==> config.mk <==
export PLATFORM = sky130hd
export DESIGN_NAME = pe_id_config_sequencer_flat
export DESIGN_NICKNAME = d
export VERILOG_FILES = /design/src/rtl/pe_id_config_sequencer_if.sv /design/src/rtl/pe_id_config_sequencer.sv /design/src/flat_wrapper.sv
export SDC_FILE = /design/constraint.sdc
export NUM_CORES = 2
export LEC_CHECK = 0
export CORE_AREA = 3 3 409 411
export CTS_CLUSTER_DIAMETER = 100
export DETAILED_ROUTE_END_ITERATION = 10
export DIE_AREA = 0 0 412 414
export HOLD_SLACK_MARGIN = 0.12
export PLACE_DENSITY = 0.55
export SETUP_SLACK_MARGIN = 0.3
export SLEW_MARGIN = 20
export SYNTH_ARGS = -nofsm -noshare
export SYNTH_HDL_FRONTEND = slang
export SYNTH_SLANG_ARGS = --single-unit
==> constraint.sdc <==
create_clock -name clk -period 8.95 [get_ports clk]
set_input_delay 1.79 -clock clk [delete_from_list [all_inputs] [get_ports clk]]
set_output_delay 1.79 -clock clk [all_outputs]
set_load 0.01 [all_outputs]
==> src/rtl/pe_id_config_sequencer_if.sv <==
// Config-scan write bus between the ID config sequencer (master) and the PE array (slave).
interface pe_id_config_sequencer_if #(
  parameter int DATA_W = 5
);
  logic              cfg_valid;
  logic              cfg_ready;
  logic [1:0]        cfg_net;
  logic [1:0]        cfg_kind;
  logic [2:0]        cfg_row;
  logic [3:0]        cfg_col;
  logic [DATA_W-1:0] cfg_data;

  modport master (
    output cfg_valid, cfg_net, cfg_kind, cfg_row, cfg_col, cfg_data,
    input  cfg_ready
  );

  modport slave (
    input  cfg_valid, cfg_net, cfg_kind, cfg_row, cfg_col, cfg_data,
    output cfg_ready
  );
endinterface

==> src/rtl/pe_id_config_sequencer.sv <==
// Walks the GIN/GON YID/XID tables for nets 0..3 and then the LN word, one write per handshake.
// Optional macro ID_SNAPSHOT_EN: capture the tables and LN word at start instead of reading them live.
module pe_id_config_sequencer #(
  parameter int NUM_ROWS = 6,
  parameter int NUM_COLS = 8,
  parameter int XID_W    = 5,
  parameter int YID_W    = 3,
  parameter int LN_W     = 5
) (
  input  logic                                  clk,
  input  logic                                  rst,
  input  logic                                  start,
  input  logic [2:0]                            array_h,
  input  logic [3:0]                            array_w,
  input  logic [4*NUM_ROWS*NUM_COLS*XID_W-1:0]  xid_flat,
  input  logic [4*NUM_ROWS*YID_W-1:0]           yid_flat,
  input  logic [LN_W-1:0]                       ln_config,
  pe_id_config_sequencer_if.master              cfg,
  output logic                                  busy,
  output logic                                  done
);

  localparam int XT_W = 4*NUM_ROWS*NUM_COLS*XID_W;
  localparam int YT_W = 4*NUM_ROWS*YID_W;

  typedef enum logic [2:0] {S_IDLE, S_YID, S_XID, S_LN, S_FIN} state_t;

  state_t     state_q, state_d;
  logic [1:0] net_q, net_d;
  logic [2:0] row_q, row_d;
  logic [3:0] col_q, col_d;
  logic [2:0] h_q, h_d;
  logic [3:0] w_q, w_d;
  logic       load;

  logic [1:0] net_o_q, kind_o_q, net_nx, kind_nx;
  logic [2:0] row_o_q, row_nx;
  logic [3:0] col_o_q, col_nx;
  logic [4:0] data_o_q, data_nx;

  logic       valid;
  logic       hs;
  logic [2:0] h_lim;
  logic [3:0] w_lim;

  logic [XT_W-1:0]  xid_src;
  logic [YT_W-1:0]  yid_src;
  logic [LN_W-1:0]  ln_src;
  logic [XID_W-1:0] xid_sel;
  logic [YID_W-1:0] yid_sel;

  assign h_lim = (array_h > 3'(NUM_ROWS)) ? 3'(NUM_ROWS) : array_h;
  assign w_lim = (array_w > 4'(NUM_COLS)) ? 4'(NUM_COLS) : array_w;
  assign hs    = valid && cfg.cfg_ready;

`ifdef ID_SNAPSHOT_EN
  logic [XT_W-1:0] xid_snap_q;
  logic [YT_W-1:0] yid_snap_q;
  logic [LN_W-1:0] ln_snap_q;

  always_ff @(posedge clk) begin
    if (state_q == S_IDLE && start) begin
      xid_snap_q <= xid_flat;
      yid_snap_q <= yid_flat;
      ln_snap_q  <= ln_config;
    end
  end

  // The first item is loaded on the start edge itself, before the snapshot exists.
  assign xid_src = (state_q == S_IDLE) ? xid_flat  : xid_snap_q;
  assign yid_src = (state_q == S_IDLE) ? yid_flat  : yid_snap_q;
  assign ln_src  = (state_q == S_IDLE) ? ln_config : ln_snap_q;
`else
  assign xid_src = xid_flat;
  assign yid_src = yid_flat;
  assign ln_src  = ln_config;
`endif

  always_ff @(posedge clk or posedge rst) begin
    if (rst) begin
      state_q  <= S_IDLE;
      net_q    <= '0;
      row_q    <= '0;
      col_q    <= '0;
      h_q      <= '0;
      w_q      <= '0;
      net_o_q  <= '0;
      kind_o_q <= '0;
      row_o_q  <= '0;
      col_o_q  <= '0;
      data_o_q <= '0;
    end else begin
      state_q <= state_d;
      net_q   <= net_d;
      row_q   <= row_d;
      col_q   <= col_d;
      h_q     <= h_d;
      w_q     <= w_d;
      if (load) begin
        net_o_q  <= net_nx;
        kind_o_q <= kind_nx;
        row_o_q  <= row_nx;
        col_o_q  <= col_nx;
        data_o_q <= data_nx;
      end
    end
  end

  // Indices always name the item presented on the bus; a handshake steps them to the next item.
  always_comb begin
    state_d = state_q;
    net_d   = net_q;
    row_d   = row_q;
    col_d   = col_q;
    h_d     = h_q;
    w_d     = w_q;
    load    = 1'b0;
    case (state_q)
      S_IDLE: begin
        if (start) begin
          h_d     = h_lim;
          w_d     = w_lim;
          net_d   = '0;
          row_d   = '0;
          col_d   = '0;
          state_d = (h_lim == 3'd0 || w_lim == 4'd0) ? S_LN : S_YID;
          load    = 1'b1;
        end
      end
      S_YID: begin
        if (hs) begin
          load = 1'b1;
          if (row_q == h_q - 3'd1) begin
            row_d   = '0;
            state_d = S_XID;
          end else begin
            row_d = row_q + 3'd1;
          end
        end
      end
      S_XID: begin
        if (hs) begin
          load = 1'b1;
          if (col_q == w_q - 4'd1) begin
            col_d = '0;
            if (row_q == h_q - 3'd1) begin
              row_d = '0;
              if (net_q == 2'd3) begin
                state_d = S_LN;
              end else begin
                net_d   = net_q + 2'd1;
                state_d = S_YID;
              end
            end else begin
              row_d = row_q + 3'd1;
            end
          end else begin
            col_d = col_q + 4'd1;
          end
        end
      end
      S_LN: begin
        if (hs) state_d = S_FIN;
      end
      S_FIN:   state_d = S_IDLE;
      default: state_d = S_IDLE;
    endcase
  end

  always_comb begin
    xid_sel = xid_src[((int'(net_d)*NUM_ROWS + int'(row_d))*NUM_COLS + int'(col_d))*XID_W +: XID_W];
    yid_sel = yid_src[(int'(net_d)*NUM_ROWS + int'(row_d))*YID_W +: YID_W];
    net_nx  = net_d;
    kind_nx = 2'd0;
    row_nx  = row_d;
    col_nx  = 4'd0;
    data_nx = 5'(yid_sel);
    case (state_d)
      S_XID: begin
        kind_nx = 2'd1;
        col_nx  = col_d;
        data_nx = 5'(xid_sel);
      end
      S_LN: begin
        kind_nx = 2'd2;
        net_nx  = 2'd0;
        row_nx  = 3'd0;
        data_nx = 5'(ln_src);
      end
      default: ;
    endcase
  end

  always_comb begin
    valid = 1'b0;
    busy  = 1'b0;
    done  = 1'b0;
    case (state_q)
      S_YID, S_XID, S_LN: begin
        valid = 1'b1;
        busy  = 1'b1;
      end
      S_FIN:   done = 1'b1;
      default: ;
    endcase
  end

  assign cfg.cfg_valid = valid;
  assign cfg.cfg_net   = net_o_q;
  assign cfg.cfg_kind  = kind_o_q;
  assign cfg.cfg_row   = row_o_q;
  assign cfg.cfg_col   = col_o_q;
  assign cfg.cfg_data  = data_o_q;

endmodule

==> src/flat_wrapper.sv <==
// flat-port wrapper written by rule: the top's interface ports become plain ports
module pe_id_config_sequencer_flat 
#(
  parameter int NUM_ROWS = 6,
  parameter int NUM_COLS = 8,
  parameter int XID_W    = 5,
  parameter int YID_W    = 3,
  parameter int LN_W     = 5
)
  (clk, rst, start, array_h, array_w, xid_flat, yid_flat, ln_config, busy, done, cfg_cfg_valid, cfg_cfg_net, cfg_cfg_kind, cfg_cfg_row, cfg_cfg_col, cfg_cfg_data, cfg_cfg_ready);
  pe_id_config_sequencer_if #(.DATA_W(5)) cfg_i ();
  input  logic clk;
  input  logic rst;
  input  logic start;
  input  logic [2:0] array_h;
  input  logic [3:0] array_w;
  input  logic [4*NUM_ROWS*NUM_COLS*XID_W-1:0] xid_flat;
  input  logic [4*NUM_ROWS*YID_W-1:0] yid_flat;
  input  logic [LN_W-1:0] ln_config;
  output logic busy;
  output logic done;
  output wire logic [$bits(cfg_i.cfg_valid)-1:0] cfg_cfg_valid;
  output wire logic [$bits(cfg_i.cfg_net)-1:0] cfg_cfg_net;
  output wire logic [$bits(cfg_i.cfg_kind)-1:0] cfg_cfg_kind;
  output wire logic [$bits(cfg_i.cfg_row)-1:0] cfg_cfg_row;
  output wire logic [$bits(cfg_i.cfg_col)-1:0] cfg_cfg_col;
  output wire logic [$bits(cfg_i.cfg_data)-1:0] cfg_cfg_data;
  input wire logic [$bits(cfg_i.cfg_ready)-1:0] cfg_cfg_ready;
  assign cfg_cfg_valid = cfg_i.cfg_valid;
  assign cfg_cfg_net = cfg_i.cfg_net;
  assign cfg_cfg_kind = cfg_i.cfg_kind;
  assign cfg_cfg_row = cfg_i.cfg_row;
  assign cfg_cfg_col = cfg_i.cfg_col;
  assign cfg_cfg_data = cfg_i.cfg_data;
  assign cfg_i.cfg_ready = cfg_cfg_ready;
  pe_id_config_sequencer #(.NUM_ROWS(NUM_ROWS), .NUM_COLS(NUM_COLS), .XID_W(XID_W), .YID_W(YID_W), .LN_W(LN_W)) u_core (.clk(clk), .rst(rst), .start(start), .array_h(array_h), .array_w(array_w), .xid_flat(xid_flat), .yid_flat(yid_flat), .ln_config(ln_config), .cfg(cfg_i), .busy(busy), .done(done));
endmodule
Word level (Yosys, flattened, before mapping). Index checks and enable logic that the tools add are counted.

Register bits after elaboration: 35. Input port bits: 1048. Output and inout bits: 19. Logic and storage cells: 80.

$add $sub $neg: 7. $mul: 3. Order comparisons: 2. Equality and inequality tests: 9. Shift operators: 2. Muxes and demuxes: 38. Reduce and logical (&&, ||, !) cells: 8.

Operators by type and width (number): $shiftx 960x32->5 (1); $shiftx 72x32->3 (1); $mux 3 (14); $add 32x4->32 (1); $add 32x5->32 (1); $mul 32x3->32 const B (1); $mul 32x4->32 const B (1); $mux 4 (5); $mux 2 (8); $eq 3x2->1 const B (4); $pmux 3 s4 (1); $pmux 5 s2 (1); $pmux 3 s3 (1); $pmux 2 s2 (2); $pmux 4 s2 (1); $logic_not 3->1 (2); $add 4x1->4 const B (1); $eq 4x4->1 (1); $gt 4x4->1 const B (1); $logic_not 4->1 (1); $mul 2x2->4 const B (1); $mux 1 (4); $sub 4x1->4 const B (1); $add 3x1->3 const B (1); 13 further kinds (13).

Depth between registers and ports, before layout.
Depth in word-level cells: 12. Depth in mapped cells: 37. Gate-level depth less buffers: 33.

Least setup slack after synthesis. Ideal clock, no wire load.

Path type: input -> register. From: input cfg_cfg_ready. To: register u_core.data_o_q[2], in the netlist u_core.cfg.cfg_data[2]. Library setup time: 0.082 ns. Arrival: 8.311 ns. Required time: 8.868 ns. Setup slack: 0.558 ns. Cell stages on the path: 30. Buffers on the path: 4. Path through: buf_2 > nor2b_1 > nand2_1 > nor3_1 > a31oi_1 > o22ai_1 > inv_1 > ha_1 > fa_1 > xor2_1 > ha_1 > nand2_1 > xor2_1 > ha_1 > ha_1 > buf_2 > a21o_1 > a2111o_1 > o21ai_2 > and2_1 > clkbuf_1 > nand2_2 > buf_2 > a21oi_1 > nor4_1 > or3_1 > a2111oi_2 > a221oi_1 > a2111o_1 > a31oi_1.

Cells in the longest elaborated chain, start to end: 9. Elaborated cells between the ends (all ways): 24. Those cells by class: 2 x add/sub; 3 x mul; 2 x eq/ne; 2 x shift; 14 x mux; 1 x reduce/logical.

RTL lines: start, declared (RTL line flat_wrapper.sv:28) `input wire logic [$bits(cfg_i.cfg_ready)-1:0] cfg_cfg_ready;`; $logic_and 1x1->1 (*) (RTL line pe_id_config_sequencer.sv:54) `assign hs = valid && cfg.cfg_ready;`; $mux 2 (*) (RTL line pe_id_config_sequencer.sv:142) `if (hs) begin`; $pmux 2 s2 (*) (RTL line pe_id_config_sequencer.sv:118) `case (state_q)`; net u_core.net_d[0] (RTL line pe_id_config_sequencer.sv:29) `logic [1:0] net_q, net_d;`; $mul 2x2->4 (*) (RTL line pe_id_config_sequencer.sv:171, pe_id_config_sequencer.sv:172); $add 32x4->32 (*) (RTL line pe_id_config_sequencer.sv:171) `xid_sel = xid_src[((int'(net_d)*NUM_ROWS + int'(row_d))*NUM_COLS + int'(col_d))*XID_W +: XID_W];`; $add 32x5->32 (RTL line pe_id_config_sequencer.sv:171); $mul 32x4->32 (RTL line pe_id_config_sequencer.sv:171); $shiftx 960x32->5 (RTL line pe_id_config_sequencer.sv:171); $pmux 5 s2 (*) (RTL line pe_id_config_sequencer.sv:178) `case (state_d)`; end signal, assigned (RTL line pe_id_config_sequencer.sv:104) `data_o_q <= data_nx;`; end, declared (RTL line pe_id_config_sequencer.sv:39) `logic [4:0] data_o_q, data_nx;`.

The timed path passes the listed nets; every way through them passes the cells marked *. A chain may end at the register's enable or synchronous reset.

Worst setup path after layout.
From: input start. To: register u_core.data_o_q[1], in the netlist u_core.cfg.cfg_data[1].

Elaborated cells between the ends (all ways): 20. Those cells by class: 2 x add/sub; 3 x mul; 2 x eq/ne; 2 x shift; 11 x mux.

RTL lines: start, declared (RTL line flat_wrapper.sv:14) `input logic start;`; $mux 3 (*) (RTL line pe_id_config_sequencer.sv:120) `if (start) begin`; $pmux 3 s3 (*) (RTL line pe_id_config_sequencer.sv:118); net u_core.row_d[1] (RTL line pe_id_config_sequencer.sv:30) `logic [2:0] row_q, row_d;`; $add 32x4->32 (*) (RTL line pe_id_config_sequencer.sv:171); $add 32x5->32 (RTL line pe_id_config_sequencer.sv:171); $mul 32x4->32 (RTL line pe_id_config_sequencer.sv:171); $shiftx 960x32->5 (RTL line pe_id_config_sequencer.sv:171); $pmux 5 s2 (*) (RTL line pe_id_config_sequencer.sv:178).

Marks and branches as above.

==> flow_summary.yaml <==
global_route:
  antenna_found_initial: 112
  grt_pass1_wl_um: 539000
  grtUsageTotal_pct: 45.4
  grt_pass1_vias: 59194
  grt_max_degree: 159
  grt_overflow: 0
yosys:
  synth_nets: 7117
  synth-seq-area-share_pct: 2.27
  yosysTopAreaCell: "mux2i_1"
  synth-edff-count: 0
  synthMuxAreaShare_pct: 25.5
  synth_ff_type: "dfrtp_1"
  synth_top_family_by_area: "compound AO/OA/AOI/OAI gates"
  synth_compound_area_share_pct: 34.0
  ys_top_cells_by_area: "mux2i_1, nand2_1, a21oi_1"
  yosysTopAreaCellShare_pct: 19.8
  netlist_instances: 6030
  synth_top_cells_by_count: "nand2_1, mux2i_1, a21oi_1"
  synthArstFlopShare_pct: 100
  ys_ff_latch: 35
  yosys.area_share.simple_pct: 27.4
  yosys_warnings: 0
  syn-cell-area_mm2: 0.0386
  yosysMostFrequentCell: "nand2_1"
  synth_xor_area_share_pct: 0.862
  synthAdderAreaFrac_pct: 1.32
  synth_cell_types: 106
  syn-mean-instance-area_um2: 6.41
power:
  p_leak_uw: 0.0211
  peakVddDrop_mv: 0.326
  p_per_area_mw_per_mm2: 425
timing:
  clock_skew_ns: 0.0129
  drv_slew: 0
  setup_viol: 0
  tightestPinTransition_ns: 1.19
  hold_viol: 0
  timing.slew.headroom_pct: 20.1
  whs_ns: 0.489
  max_freq_mhz: 117
  period_needed_ns: 8.56
  timing.setup.tns_ns: 0
  setup_ws_ns: 0.388
  rsz0062_at_grt: "no"
  fin_crit_sh_pct: 95.7
cts:
  h-tree-depth: 2
  clkTransAtPathRegs_ns: 0.08
  cts_num_sinks: 35
  cts_root_buf: "clkbuf_16"
  clockBufferDepth: 2
  cts_tree: "built"
  numCtsBuffers: 5
  clk_latency_ns: 0.34
worst_setup_path:
  slowest_stage: "clkdlybuf4s50_1"
  arrival_ns: 8.80
  cpMostUsedCell: "buf_4"
  reg2regPathDepth: 34
  required_ns: 9.19
  endpoint_kind: "flip-flop"
  worst-setup-path-type: "in -> reg"
  critPathMaxStageDelay_ns: 0.48
  r2r-start: "u_core.w_q[0]$_DFFE_PP0P_"
  reg2reg_slack_ns: 0.84
  r2r-end: "u_core.cfg.cfg_data[1]$_DFFE_PP0P_"
  critPathMaxFanout: 10
  crit_path_start_kind: "input port"
route:
  wl_per_cell_um: 43.2
  drc: 0
  drt_pre_antenna_iters: 8
  wl_um: 412000
  drt_iter0_drc: 9559
  vias: 63243
  antenna_left: 0
  viasPerCell: 6.63
cells_and_area:
  nets: 8364
  final-instance-count-excl-fill: 9537
  stdcell_area_mm2: 0.0570
  fillCellCount: 17961
  area_growth_syn_to_layout_pct: 47.5
  drive_gt1_share_pct: 15.0
die:
  initial_utilization_pct: 23.5
  core_area_mm2: 0.164
  dieArea_mm2: 0.171
  dieHeight_um: 414
  io_pins: 1067
  die_w_um: 412
  fp-row-count: 149
placement:
  pre_cts_slack_ns: -1.12
  dp_cells: 9433
  portBuffers: 1066
  postPlaceCellArea_mm2: 0.0557
  routabilityCongestion: 1.07
  hpwl_um: 331000
flow_run:
  maxCapViolations: 0
run_status:
  status: "completed"
hold_path:
  holdPathStages: 2
  whs_endpoint: "u_core.cfg.cfg_kind[1]$_DFFE_PP0P_"
  hold_class: "reg -> reg"
  hp-start: "u_core.cfg.cfg_kind[1]$_DFFE_PP0P_"
## cell families (layout without fill, tap and decap cells)
group                      after synthesis  in the layout
other                                    0             70
xor gates and xnor gates                33             33
DFF                                     35             35
adders and majority gates               39             39
buffers and inverters                  645           1893
muxes                                  886            886
and+or+nand+nor                       2416           2416
AOI/OAI and AO/OA                     1976           1976
## worst max-delay path, delay by kind of cell
kind | cells | cell delay [ns]
AND/OR/NAND/NOR | 7 | 1.29
AO/OA/AOI/OAI | 9 | 2.04
XOR/XNOR | 2 | 0.40
buffers and inverters | 8 | 1.84
adder cells (fa/ha/maj) | 5 | 1.41
## how the worst max path moves through the flow
stage | from | end | slack [ns]
2_1_floorplan | cfg_cfg_ready | u_core.cfg.cfg_data[2]$_DFFE_PP0P_ | 0.56
3_5_place_dp | cfg_cfg_ready | u_core.cfg.cfg_data[1]$_DFFE_PP0P_ | -1.12
6_report | start | u_core.cfg.cfg_data[1]$_DFFE_PP0P_ | 0.39
4_1_cts | cfg_cfg_ready | u_core.cfg.cfg_data[1]$_DFFE_PP0P_ | 0.29
3_3_place_gp | cfg_cfg_ready | u_core.cfg.cfg_data[1]$_DFFE_PP0P_ | -1.11
5_1_grt | start | u_core.cfg.cfg_data[1]$_DFFE_PP0P_ | 0.33
## registers in the layout, indices dropped and copies added, names as in the netlist, 3 cells and up
| register | cells |
|---|---|
| u_core.cfg.cfg_row | 3 |
| u_core.h_q | 3 |
| u_core.row_q | 3 |
| u_core.cfg.cfg_data | 5 |
| u_core.state_q | 3 |
| u_core.col_q | 4 |
| u_core.w_q | 4 |
| u_core.cfg.cfg_col | 4 |
## report_power, final
part,internal (uW),switching [uW]
sequential,207,90.9
combinational,7890,15800
clock,134,111
## routing by layer
layer	routed length, um	vias to the layer above	track usage, %
met1	158000	31337	55.9
met2	177000	5016	69.2
met5	377	-	0
met4	33700	56	30.7
met3	43000	1276	11.5
li1	-	25558	-
## cells in the final DEF, fill, tap and decap left out, types with 35 or more instances in the layout
master and n:
nand2_1 1406, clkdlybuf4s50_1 1065, mux2i_1 764, buf_4 702, a21oi_1 533, nor2_1 271, o21ai_0 245, o22ai_1 242
nand3_1 220, and3_1 161, a211oi_1 148, a31oi_1 104, nor3_1 94, o221ai_1 86, mux4_2 73, diode_2 70
buf_12 59, a22oi_1 57, nand4_1 55, nor4_1 54, a311oi_1 52, mux2_2 46, o211ai_1 46, a221oi_1 44
a32oi_1 40, dfrtp_1 35
## cell type report
class                           count  area (um^2)  share of cell area, %
Antenna cell                       70          175                  0.307
Clock buffer                        5          125                  0.220
Clock inverter                      3         46.3                 0.0812
Inverter                           32          149                  0.261
Multi-Input combinational cell   5350        35300                   61.9
Sequential cell                    35          876                   1.54
Tap cell                         2189         2740                   4.81
Timing Repair Buffer             1853        17600                   30.8
## stage by stage
stage | total power, uW | util (%)
2_1_floorplan | 10900 | -
3_3_place_gp | 22500 | 33.8
3_5_place_dp | 22300 | 33.9
4_1_cts | 22900 | 34.3
5_1_grt | 24300 | 34.6
6_report | 24200 | 34.7
## what timing repair did
action	in CTS	in global routing
hold endpoints to repair	0	0
gates resized for setup	76	71
setup buffers	14	8
hold buffers	0	0
pin swaps	29	41
endpoints found under the setup margin	5	5
gates cloned	1	3
Note: power is estimated with default switching activity, not from simulation.
